## config.mk

```make
export PLATFORM = sky130hd
export DESIGN_NAME = mult_seq_flat
export DESIGN_NICKNAME = d
export VERILOG_FILES = /design/src/rtl/mult_seq_if.sv /design/src/rtl/mult_seq.sv /design/src/flat_wrapper.sv
export SDC_FILE = /design/constraint.sdc
export NUM_CORES = 1
export LEC_CHECK = 0
export ABC_CLOCK_PERIOD_IN_PS = 2500
export BUFFER_PORTS_ARGS = -buffer_cell sky130_fd_sc_hd__buf_2
export CAP_MARGIN = 20
export CORE_ASPECT_RATIO = 0.8
export CORE_MARGIN = 5
export CORE_UTILIZATION = 40
export DETAILED_ROUTE_END_ITERATION = 10
export PLACE_DENSITY = 0.68
export SLEW_MARGIN = 20
export SYNTH_ARGS = -nofsm -noshare
export SYNTH_HDL_FRONTEND = slang
export SYNTH_SLANG_ARGS = --single-unit
```

## constraint.sdc

```tcl
create_clock -name clk -period 2.5 [get_ports clk]
set_clock_uncertainty 0.05 [all_clocks]
set_input_delay 0.5 -clock clk [delete_from_list [all_inputs] [get_ports clk]]
set_output_delay 0.5 -clock clk [all_outputs]
set_load 0.02 [all_outputs]
```

## src/rtl/mult_seq_if.sv

```systemverilog
// Handshake/operand bundle for the sequential multiplier.
//   master: drives start, is_signed, multiplicand, multiplier; observes results
//   slave : the multiplier itself; drives busy, done, product, overflow
interface mult_seq_if #(
    parameter int WIDTH = 8
);
    logic                 start;
    logic                 is_signed;
    logic [WIDTH-1:0]     multiplicand;
    logic [WIDTH-1:0]     multiplier;
    logic                 busy;
    logic                 done;
    logic [2*WIDTH-1:0]   product;
    logic                 overflow;

    modport master (
        output start, is_signed, multiplicand, multiplier,
        input  busy, done, product, overflow
    );

    modport slave (
        input  start, is_signed, multiplicand, multiplier,
        output busy, done, product, overflow
    );
endinterface

```

## src/rtl/mult_seq.sv

```systemverilog
// Sequential shift-add multiplier, WIDTH iterations per operation.
//   clk  : single clock, rising edge
//   rst  : synchronous active-high reset
//   bus  : mult_seq_if slave -- start/is_signed/operands in,
//          busy/done/product/overflow out (all outputs registered)
// Signed operands are multiplied as magnitudes; the sign is reapplied in FIX.
// Latency from the accepting edge to done is WIDTH+1 edges; a new start is
// accepted in the done cycle, giving one result per WIDTH+2 cycles.
module mult_seq #(
    parameter int WIDTH = 8
) (
    input  logic        clk,
    input  logic        rst,
    mult_seq_if.slave   bus
);
    localparam int CW = $clog2(WIDTH + 1);

    typedef enum logic [1:0] {IDLE, CALC, FIX} state_t;

    state_t               state_q, state_d;
    logic [CW-1:0]        cnt_q, cnt_d;
    logic [2*WIDTH-1:0]   mcand_q, mcand_d;
    logic [WIDTH-1:0]     mplier_q, mplier_d;
    logic [2*WIDTH-1:0]   acc_q, acc_d;
    logic                 neg_q, neg_d;
    logic                 signed_q, signed_d;
    logic                 busy_q, busy_d;
    logic                 done_q, done_d;
    logic [2*WIDTH-1:0]   product_q, product_d;
    logic                 ovf_q, ovf_d;

    logic [WIDTH-1:0]     a_mag, b_mag;
    logic [2*WIDTH-1:0]   res;

    // Magnitude of the most negative value wraps to itself, which is the
    // correct unsigned magnitude (e.g. 0x80 -> 128).
    always_comb begin
        a_mag = (bus.is_signed && bus.multiplicand[WIDTH-1]) ? -bus.multiplicand : bus.multiplicand;
        b_mag = (bus.is_signed && bus.multiplier[WIDTH-1])   ? -bus.multiplier   : bus.multiplier;
        res   = neg_q ? -acc_q : acc_q;
    end

    // State register (and all other flops)
    always_ff @(posedge clk) begin
        if (rst) begin
            state_q   <= IDLE;
            cnt_q     <= '0;
            mcand_q   <= '0;
            mplier_q  <= '0;
            acc_q     <= '0;
            neg_q     <= 1'b0;
            signed_q  <= 1'b0;
            busy_q    <= 1'b0;
            done_q    <= 1'b0;
            product_q <= '0;
            ovf_q     <= 1'b0;
        end else begin
            state_q   <= state_d;
            cnt_q     <= cnt_d;
            mcand_q   <= mcand_d;
            mplier_q  <= mplier_d;
            acc_q     <= acc_d;
            neg_q     <= neg_d;
            signed_q  <= signed_d;
            busy_q    <= busy_d;
            done_q    <= done_d;
            product_q <= product_d;
            ovf_q     <= ovf_d;
        end
    end

    // Next-state logic
    always_comb begin
        state_d = state_q;
        case (state_q)
            IDLE:    if (bus.start) state_d = CALC;
            CALC:    if (cnt_q == CW'(WIDTH - 1)) state_d = FIX;
            FIX:     state_d = IDLE;
            default: state_d = IDLE;
        endcase
    end

    // Datapath and registered outputs
    always_comb begin
        cnt_d     = cnt_q;
        mcand_d   = mcand_q;
        mplier_d  = mplier_q;
        acc_d     = acc_q;
        neg_d     = neg_q;
        signed_d  = signed_q;
        busy_d    = busy_q;
        done_d    = 1'b0;
        product_d = product_q;
        ovf_d     = ovf_q;
        case (state_q)
            IDLE: begin
                if (bus.start) begin
                    mcand_d  = {{WIDTH{1'b0}}, a_mag};
                    mplier_d = b_mag;
                    acc_d    = '0;
                    cnt_d    = '0;
                    neg_d    = bus.is_signed & (bus.multiplicand[WIDTH-1] ^ bus.multiplier[WIDTH-1]);
                    signed_d = bus.is_signed;
                    busy_d   = 1'b1;
                end
            end
            CALC: begin
                if (mplier_q[0]) acc_d = acc_q + mcand_q;
                mcand_d  = mcand_q << 1;
                mplier_d = mplier_q >> 1;
                cnt_d    = cnt_q + CW'(1);
            end
            FIX: begin
                product_d = res;
                // Signed fit: upper W+1 bits must be a pure sign extension.
                ovf_d     = signed_q ? !((&res[2*WIDTH-1:WIDTH-1]) || !(|res[2*WIDTH-1:WIDTH-1]))
                                     : (|res[2*WIDTH-1:WIDTH]);
                done_d    = 1'b1;
                busy_d    = 1'b0;
            end
            default: ;
        endcase
    end

    assign bus.busy     = busy_q;
    assign bus.done     = done_q;
    assign bus.product  = product_q;
    assign bus.overflow = ovf_q;
endmodule

```

## src/flat_wrapper.sv

```systemverilog
// flat-port wrapper written by rule: the top's interface ports become plain ports
module mult_seq_flat 
#(
    parameter int WIDTH = 8
)
  (clk, rst, bus_start, bus_is_signed, bus_multiplicand, bus_multiplier, bus_busy, bus_done, bus_product, bus_overflow);
  mult_seq_if #(.WIDTH(WIDTH)) bus_i ();
  input  logic clk;
  input  logic rst;
  input wire logic [$bits(bus_i.start)-1:0] bus_start;
  input wire logic [$bits(bus_i.is_signed)-1:0] bus_is_signed;
  input wire logic [$bits(bus_i.multiplicand)-1:0] bus_multiplicand;
  input wire logic [$bits(bus_i.multiplier)-1:0] bus_multiplier;
  output wire logic [$bits(bus_i.busy)-1:0] bus_busy;
  output wire logic [$bits(bus_i.done)-1:0] bus_done;
  output wire logic [$bits(bus_i.product)-1:0] bus_product;
  output wire logic [$bits(bus_i.overflow)-1:0] bus_overflow;
  assign bus_i.start = bus_start;
  assign bus_i.is_signed = bus_is_signed;
  assign bus_i.multiplicand = bus_multiplicand;
  assign bus_i.multiplier = bus_multiplier;
  assign bus_busy = bus_i.busy;
  assign bus_done = bus_i.done;
  assign bus_product = bus_i.product;
  assign bus_overflow = bus_i.overflow;
  mult_seq #(.WIDTH(WIDTH)) u_core (.clk(clk), .rst(rst), .bus(bus_i));
endmodule
```

# After elaboration in Yosys (flattened, before gate mapping)
# Index checks and enable logic that the tools add are counted.
[word_totals] register_bits=67 output_inout_bits=19 input_bits=20
[classes] add_sub_neg=5 mux=19 n_reduce_logical=16 n_bitwise=2 eq_ne=6
[op_table] op="16-bit two-way mux" count=4
[op_table] op="16-bit case mux with 2 select lines" count=2
[op_table] op="8-bit two-way mux" count=3
[op_table] op="16-bit adder" count=1
[op_table] op="16-bit negator" count=1
[op_table] op="8-bit negator" count=2
[op_table] op="8-bit case mux with 2 select lines" count=1
[op_table] op="9-bit AND reduction" count=1
[op_table] op="9-bit OR reduction" count=1
[op_table] op="4-bit case mux with 2 select lines" count=1
[op_table] op="2-bit AND reduction" count=4
[op_table] op="8-bit OR reduction" count=1
[op_table] op="4-bit by 1-bit adder with 4-bit output (second input constant)" count=1
[op_table] op="4-bit by 3-bit == test with 1-bit output (second input constant)" count=1
[op_table] op="2-bit two-way mux" count=2
[op_table] op="4-bit two-way mux" count=1
[op_table] op="2-bit by 1-bit inequality test with 1-bit output (second input constant)" count=2
[op_table] op="2-bit case mux with 2 select lines" count=1
[op_table] op="2-bit nonzero test" count=2
[op_table] op="1-bit two-way mux" count=3
[op_table] op="3-bit AND reduction" count=1
[op_table] op="2-bit by 1-bit == test with 1-bit output (second input constant)" count=1
[op_table] op="2-bit == test (second input constant)" count=1
[op_table] op="1-bit logical AND" count=2
[op_table] op="other kinds (7)" count=8

# Longest topological paths before layout
# Gate-level depths: netlist (run 1).
[logic_depth] depth_word=7 mapped_depth=10

# Least setup slack after synthesis (run 1)
# OpenSTA, ideal clock, no wires.
[synth_timing] path_type="reg-to-reg" start="register u_core.acc_q[2]" end="register u_core.ovf_q, in the netlist u_core.bus.overflow" setup_ns=0.116 arrival_time_ns=2.550 path_slack_ns=-0.216 period_less_slack_ns=2.716 stages_incl_launch_ff=9 path_cell_list="dfxtp_1 > or4_4 > or4_1 > buf_2 > o31a_1 > o32ai_2 > nand4_1 > or3_1 > a31o_1"
[synth_between] elab_chain_cells=7 word_cells_on_any_way=9
[synth_rtl] element="start, declared" line="mult_seq.sv:24" rtl="logic [2*WIDTH-1:0] acc_q, acc_d;"
[synth_rtl] element="start signal, assigned" line="mult_seq.sv:50" rtl="acc_q <= '0;"
[synth_rtl] element="start signal, assigned" line="mult_seq.sv:62" rtl="acc_q <= acc_d;"
[synth_rtl] element="16-bit negator *" line="mult_seq.sv:40" rtl="res = neg_q ? -acc_q : acc_q;"
[synth_rtl] element="16-bit two-way mux *" line="mult_seq.sv:40"
[synth_rtl] element="9-bit OR reduction" line="mult_seq.sv:116" rtl="ovf_d = signed_q ? !((&res[2*WIDTH-1:WIDTH-1]) || !(|res[2*WIDTH-1:WIDTH-1]))"
[synth_rtl] element="1-bit logical NOT" line="mult_seq.sv:116"
[synth_rtl] element="1-bit logical OR" line="mult_seq.sv:116"
[synth_rtl] element="1-bit logical NOT" line="mult_seq.sv:116"
[synth_rtl] element="1-bit two-way mux *" line="mult_seq.sv:116"
[synth_rtl] element="end signal, assigned" line="mult_seq.sv:68" rtl="ovf_q <= ovf_d;"
[synth_rtl] element="end, declared" line="mult_seq.sv:30" rtl="logic ovf_q, ovf_d;"
# Every way passes the cells marked *; elsewhere a longest branch is shown, timed or not.
# A chain may end at the register's enable or synchronous reset.

# Worst setup path after layout (run 1)
[layout_timing] start="register u_core.acc_q[5]" end="register u_core.ovf_q, in the netlist u_core.bus.overflow"
# The elaborated chain is that of the path after synthesis.

==> flow_metrics.py, run 1 <==
metrics = {
    "cts": {
        "numCtsBuffers": 9,
        "cts_tree": "built",
        "htreeDepth": 3,
        "clk_pin_slew_ns": 0.06,
        "clockBufferDepth": 2,
        "cts_root_buf": "clkbuf_16",
        "insertion_delay_ns": 0.33,
        "cts_num_sinks": 67,
    },
    "finish": {
        "drive_gt1_frac": 0.2408,
        "area_growth_pct": 25.96,
        "final_cell_area_sq_mm": 0.004845,
        "finalNetCount": 579,
        "n_antenna_cell": 0,
        "fillers": 897,
        "mostFrequentLayoutCell": "nor2_1",
        "layout_common_cells": "nor2_1, dfxtp_1, buf_4",
        "final_util": 0.5084,
    },
    "routing": {
        "drt_first_iter_violations": 279,
        "final_antenna_net_count": 0,
        "vias": 3698,
        "route.detailed.drc": 0,
        "vias_per_cell": 5.578,
        "firstDrtPassIters": 5,
        "drt-total-wl_um": 9956,
        "wl_per_cell_um": 15.02,
    },
    "critical_path": {
        "cp_max_fo": 4,
        "regToRegStartpoint": "u_core.acc_q[5]",
        "cp-start-kind": "flop",
        "ff2ff_setup_slack_ns": -0.11,
        "slowest_stage": "or4_4",
        "path_common_cell": "or4_4",
        "path_cells": "or4_4 -> or4_4 -> o31a_1 -> o32ai_2 -> nand4_1 -> or3_1 -> a31o_1",
        "cp_slowest_stage_delay_ns": 0.55,
        "ff2ff_path_depth": 7,
        "arrival_ns": 2.78,
        "end_kind": "flop",
        "required_ns": 2.67,
        "crit_type": "reg2reg",
        "critical_path.top_delay_family": "simple AND/OR/NAND/NOR gates",
        "reg2reg_to": "u_core.bus.overflow",
        "critical_path_buf_inv_count": 0,
    },
    "pwr": {
        "vdd_drop_max_mv": 0.2998,
        "clkPwrFrac": 0.496,
        "seq_power_share": 0.405,
        "leakagePower_uw": 0.002100,
        "switchingPower_uw": 670.0,
        "power_frac_comb": 0.099,
        "internal-power_uw": 2087,
        "power_density_mw_per_mm2": 569.1,
        "switching_share": 0.2430,
    },
    "sta": {
        "grt_setup_unrepaired": "yes",
        "slew_violations": 0,
        "hold_viol": 0,
        "tightest_slew_ns": 0.5884,
        "setup_viol": 1,
        "finalCriticalPeriod_ns": 2.609,
        "max-slew-margin-rel": 0.6069,
        "period_share": 1.044,
        "fmax_mhz": 383.3,
        "worst_slack_ns": -0.1092,
    },
    "min_path": {
        "min_path_cells": 1,
        "hp-start": "u_core.cnt_q[3]",
        "hold_end": "u_core.state_q[1]",
        "hold_path.class": "reg2reg",
    },
    "yosys": {
        "synthMuxAreaShare": 0.01627,
        "yosysSeqAreaShare": 0.3487,
        "ys.flop_type": "dfxtp_1",
        "synthXorXnorAreaFrac": 0.07742,
        "synthSimpleGateAreaFrac": 0.2082,
        "yosysUniqueCellTypes": 51,
        "syn_avg_cell_area_sq_um": 8.183,
        "synth_compound_area_frac": 0.2398,
        "async_flop_share": 0,
        "ys_warn_count": 0,
        "postSynthCellCount": 470,
        "syn_nets": 510,
        "synth-edff-count": 0,
        "synth_top_family_by_area": "compound AO/OA/AOI/OAI gates",
        "synthAdderAreaFrac": 0.06701,
        "ys_ff_latch": 67,
        "syn-cell-area_sq_mm": 0.003846,
    },
    "flow_run": {
        "drv_cap": 0,
    },
    "floorplanning": {
        "core_sq_mm": 0.009529,
        "die_area_sq_mm": 0.01169,
        "initial_core_util": 0.4036,
        "fp-row-count": 32,
        "die_h_um": 97.71,
        "io_pins": 39,
        "die_w_um": 119.6,
    },
    "placement": {
        "preCtsSetupSlack_ns": -0.1437,
        "gp_congestion": 0.8583,
        "hpwl_um": 7281,
        "io_buffers": 38,
        "placed_area_sq_mm": 0.004413,
    },
    "global_route": {
        "grt_pass1_wl_um": 16620,
        "grt_overflow_total": 0,
        "grt_usage": 0.1717,
        "antenna_found_initial": 0,
        "grt_pass1_vias": 3389,
        "grt_max_degree": 51,
    },
    "outcome": {
        "violations": "negative setup slack",
        "status": "finished, violations left",
    },
}
-- area by class of cell --
cell class,instances,area (sq um),share of cell area
Sequential cell,67,1349,0.2784
Timing Repair Buffer,86,550.5,0.1136
Inverter,15,56.30,0.01162
Multi-Input combinational cell,360,2416,0.4987
Tap cell,119,148.9,0.03073
Clock inverter,7,98.84,0.02040
Clock buffer,9,225.2,0.04649
-- power groups by stage --
stage	Sequential, uW	Clock [uW]	Combinational, uW
floorplan	1140	0	173
global placement	1140	0	253
detailed placement	1140	0	262
CTS	1120	1390	266
global route	1120	1440	300
finish	1120	1370	272
-- stage by stage --
stage | TNS (ns) | hold slack (ns) | total power (uW) | instances
global route | -0.2534 | 0.4087 | 2859 | 663
CTS | -0.09954 | 0.3846 | 2770 | 660
floorplan | -0.1279 | 0.3470 | 1308 | 470
detailed placement | -0.2096 | 0.3665 | 1402 | 643
global placement | -0.1080 | 0.3576 | 1393 | 643
finish | -0.1092 | 0.3839 | 2757 | 663
-- worst max-delay path by stage --
stage                                     end       startpoint  cells past startpoint  slack, ns
after floorplan           u_core.bus.overflow  u_core.acc_q[5]                      8      -0.13
after global placement    u_core.bus.overflow  u_core.acc_q[5]                      7      -0.11
after detailed placement  u_core.bus.overflow  u_core.acc_q[5]                      7      -0.14
after CTS                 u_core.bus.overflow  u_core.acc_q[5]                      7       -0.1
after global routing      u_core.bus.overflow  u_core.acc_q[5]                      7      -0.20
final                     u_core.bus.overflow  u_core.acc_q[5]                      7      -0.11
-- kinds of logic after synthesis --
| logic type | count (synthesis) |
|---|---|
| AO/OA/AOI/OAI | 131 |
| XOR/XNOR | 34 |
| adder cells (fa/ha/maj) | 20 |
| buffers and inverters | 43 |
| flip-flops | 67 |
| multiplexers | 6 |
| AND/OR/NAND/NOR | 169 |
-- state kept, by name, indices dropped and copies added (netlist names), 2 cells and up --
name,count
u_core.state_q,2
u_core.bus.product,16
u_core.cnt_q,4
u_core.mcand_q,16
u_core.acc_q,16
u_core.mplier_q,8
-- what timing repair did --
item	in CTS	in global routing
pin swaps	5	8
endpoints found under the hold margin	0	0
setup buffers	1	3
setup endpoints to repair	4	8
gates resized for setup	8	13
hold buffers	0	0
-- worst register-to-register path, delay by kind of cell (launching register included) --
family          cells  cell delay, ns
compound gates      3            0.68
simple gates        4            1.46
flops               1            0.32
-- cells in the mapped netlist (3+ instances only) --
cell	count	area, sq um
a211oi_1	16	120.1
a21o_1	6	45.04
a21oi_1	30	150.1
a222oi_1	12	120.1
a22oi_1	15	112.6
a31oi_1	4	25.02
a32oi_1	3	26.28
clkbuf_1	26	97.59
dfxtp_1	67	1341
ha_1	19	237.7
inv_1	15	56.30
mux2i_1	4	40.04
nand2_1	21	78.83
nand2b_1	9	56.30
nand3_1	8	40.04
nand4_1	3	18.77
nor2_1	79	296.5
nor2b_1	9	56.30
nor3_1	16	80.08
o21a_1	4	30.03
o21ai_0	17	85.08
o31ai_1	7	52.55
o41ai_1	3	26.28
or3_1	6	37.54
or4_1	4	30.03
xnor2_1	12	105.1
xor2_1	22	192.7
-- layer usage --
metal | GRT usage | up-vias | wire length (um)
li1 | - | 1851 | -
met1 | 0.2402 | 1744 | 4936
met2 | 0.2674 | 91 | 4408
met3 | 0.03900 | 12 | 472
met4 | 0.04577 | 0 | 138
met5 | 0 | - | 0
Note: power is estimated with default switching activity, not from simulation.
==> run 2, diff against run 1 <==
- CORE_UTILIZATION: 40 -> 53
- PLACE_DENSITY: 0.68 -> 0.84
==> flow_metrics.py, run 2 (same netlist as run 1, synthesis figures left out) <==
metrics = {
    "critical_path": {
        "end_kind": "flop",
        "reg2reg_to": "u_core.bus.overflow",
        "critical_path.top_delay_family": "simple AND/OR/NAND/NOR gates",
        "arrival_ns": 2.79,
        "regToRegStartpoint": "u_core.acc_q[5]",
        "cp_max_fo": 4,
        "path_common_cell": "or4_4",
        "critical_path_buf_inv_count": 0,
        "cp_slowest_stage_delay_ns": 0.54,
        "ff2ff_setup_slack_ns": -0.09,
        "crit_cells": 7,
        "cp-start-kind": "flop",
        "slowest_stage": "or4_4",
        "required_ns": 2.70,
        "ff2ff_path_depth": 7,
        "path_cells": "or4_4 -> or4_4 -> o31a_1 -> o32ai_2 -> nand4_1 -> or3_1 -> a31o_1",
        "crit_type": "reg2reg",
    },
    "global_route": {
        "use_met1": 0.2876,
        "met3_usage": 0.04691,
        "grt_overflow_total": 0,
        "use_met2": 0.3288,
        "grt_pass1_vias": 3418,
        "grt-busiest-layer": "met2",
        "grt_pass1_wl_um": 15890,
        "grt_usage": 0.2100,
        "antenna_found_initial": 0,
        "grt_max_degree": 57,
    },
    "pwr": {
        "power_density_mw_per_mm2": 492.4,
        "leakagePower_uw": 0.002013,
        "clkPwrFrac": 0.397,
        "p_total_uw": 2302,
        "vdd_drop_max_mv": 0.2979,
        "switching_share": 0.2737,
        "seq_power_share": 0.486,
        "internal-power_uw": 1672,
        "power_frac_comb": 0.118,
        "switchingPower_uw": 630.0,
    },
    "sta": {
        "slew_violations": 0,
        "fmax_mhz": 386.4,
        "hold_viol": 0,
        "tightest_slew_ns": 0.5538,
        "period_share": 1.035,
        "max-slew-margin-rel": 0.6301,
        "setup_viol": 1,
        "worst_slack_ns": -0.08808,
        "finalCriticalPeriod_ns": 2.588,
        "grt_setup_unrepaired": "yes",
    },
    "routing": {
        "firstDrtPassIters": 7,
        "final_antenna_net_count": 0,
        "drt-total-wl_um": 9809,
        "drt_first_iter_violations": 369,
        "vias_per_cell": 6.067,
        "route.detailed.drc": 0,
        "wl_per_cell_um": 15.64,
        "vias": 3804,
    },
    "finish": {
        "n_antenna_cell": 0,
        "fillers": 553,
        "stdcell_count": 627,
        "drive_gt1_frac": 0.2389,
        "area_growth_pct": 21.54,
        "finalNetCount": 575,
        "mostFrequentLayoutCell": "nor2_1",
        "layout_common_cells": "nor2_1, dfxtp_1, buf_4",
        "final_util": 0.6717,
    },
    "placement": {
        "hpwl_um": 7016,
        "io_buffers": 38,
        "dp.cells": 608,
        "gp_congestion": 0.8745,
        "preCtsSetupSlack_ns": -0.1406,
    },
    "floorplanning": {
        "die_area_sq_mm": 0.009071,
        "fp-row-count": 27,
        "core_sq_mm": 0.006959,
        "die_h_um": 86.20,
        "initial_core_util": 0.5527,
        "io_pins": 39,
        "die_w_um": 105.2,
    },
    "cts": {
        "cts_tree": "built",
        "cts_num_sinks": 67,
        "clk_pin_slew_ns": 0.08,
        "htreeDepth": 3,
        "cts_root_buf": "clkbuf_8",
        "insertion_delay_ns": 0.36,
        "numCtsBuffers": 9,
        "clockBufferDepth": 2,
    },
    "flow_run": {
        "drv_cap": 0,
    },
    "outcome": {
        "status": "finished, violations left",
        "violations": "negative setup slack",
    },
    "min_path": {
        "hold_end": "u_core.state_q[1]",
        "hold_path.class": "reg2reg",
        "hp-start": "u_core.cnt_q[3]",
        "min_path_cells": 1,
    },
}
run 2: cell types whose count changed in the layout (fill, tap and decap cells not counted), moves of 2 or more:
cell	change
clkbuf_8	+9
buf_4	-5
dfxtp_2	+2
clkinvlp_4	+2
ha_1	-2
ha_4	+2
clkbuf_16	-9
run 2: power groups by stage:
stage,clock network [uW],logic [uW],registers [uW]
6_report,913,271,1120
3_5_place_dp,0,255,1140
3_3_place_gp,0,245,1140
2_1_floorplan,0,173,1140
4_1_cts,917,262,1120
5_1_grt,974,300,1120
run 2: per-stage QoR:
step / TNS (ns) / area [sq um] / hold WS [ns]
floorplan: -0.1279 / 3849 / 0.3470
global placement: -0.1005 / 4350 / 0.3599
detailed placement: -0.2036 / 4350 / 0.3760
CTS: -0.1112 / 4601 / 0.3874
global route: -0.2203 / 4674 / 0.3943
finish: -0.08808 / 4674 / 0.3880
run 2: timing repair:
action                     4_1_cts  5_1_grt
resized for setup                9       15
buffers inserted                 2        1
pin swaps                        6       10
hold buffers                     0        0
setup endpoints to repair        4        6
run 2: worst reg2reg max path, delay by kind of cell, from the launching register on:
family          cells  cell delay (ns)
compound gates      3             0.69
flops               1             0.33
simple gates        4             1.42
run 2: per-layer routing:
layer / wire length (um) / vias to the layer above
met1: 4417 / 1768
met3: 763 / 20
met2: 4471 / 159
li1: - / 1857
met5: 0 / -
met4: 155 / 0
run 2: worst max path at each step:
stage / endpoint / slack [ns] / start
6_report: u_core.bus.overflow / -0.09 / u_core.acc_q[5]
5_1_grt: u_core.bus.overflow / -0.19 / u_core.acc_q[5]
4_1_cts: u_core.bus.overflow / -0.11 / u_core.acc_q[5]
3_5_place_dp: u_core.bus.overflow / -0.14 / u_core.acc_q[5]
3_3_place_gp: u_core.bus.overflow / -0.10 / u_core.acc_q[5]
2_1_floorplan: u_core.bus.overflow / -0.13 / u_core.acc_q[5]
run 2: cell type report:
cell class,instances,area (sq um),area share
clock buffer,9,123.9,0.02650
clock inverter,7,75.07,0.01606
inverter,15,56.30,0.01204
multi-input combinational,360,2439,0.5217
sequential,67,1348,0.2883
tap,87,108.9,0.02329
timing repair buffer,82,524.3,0.1122
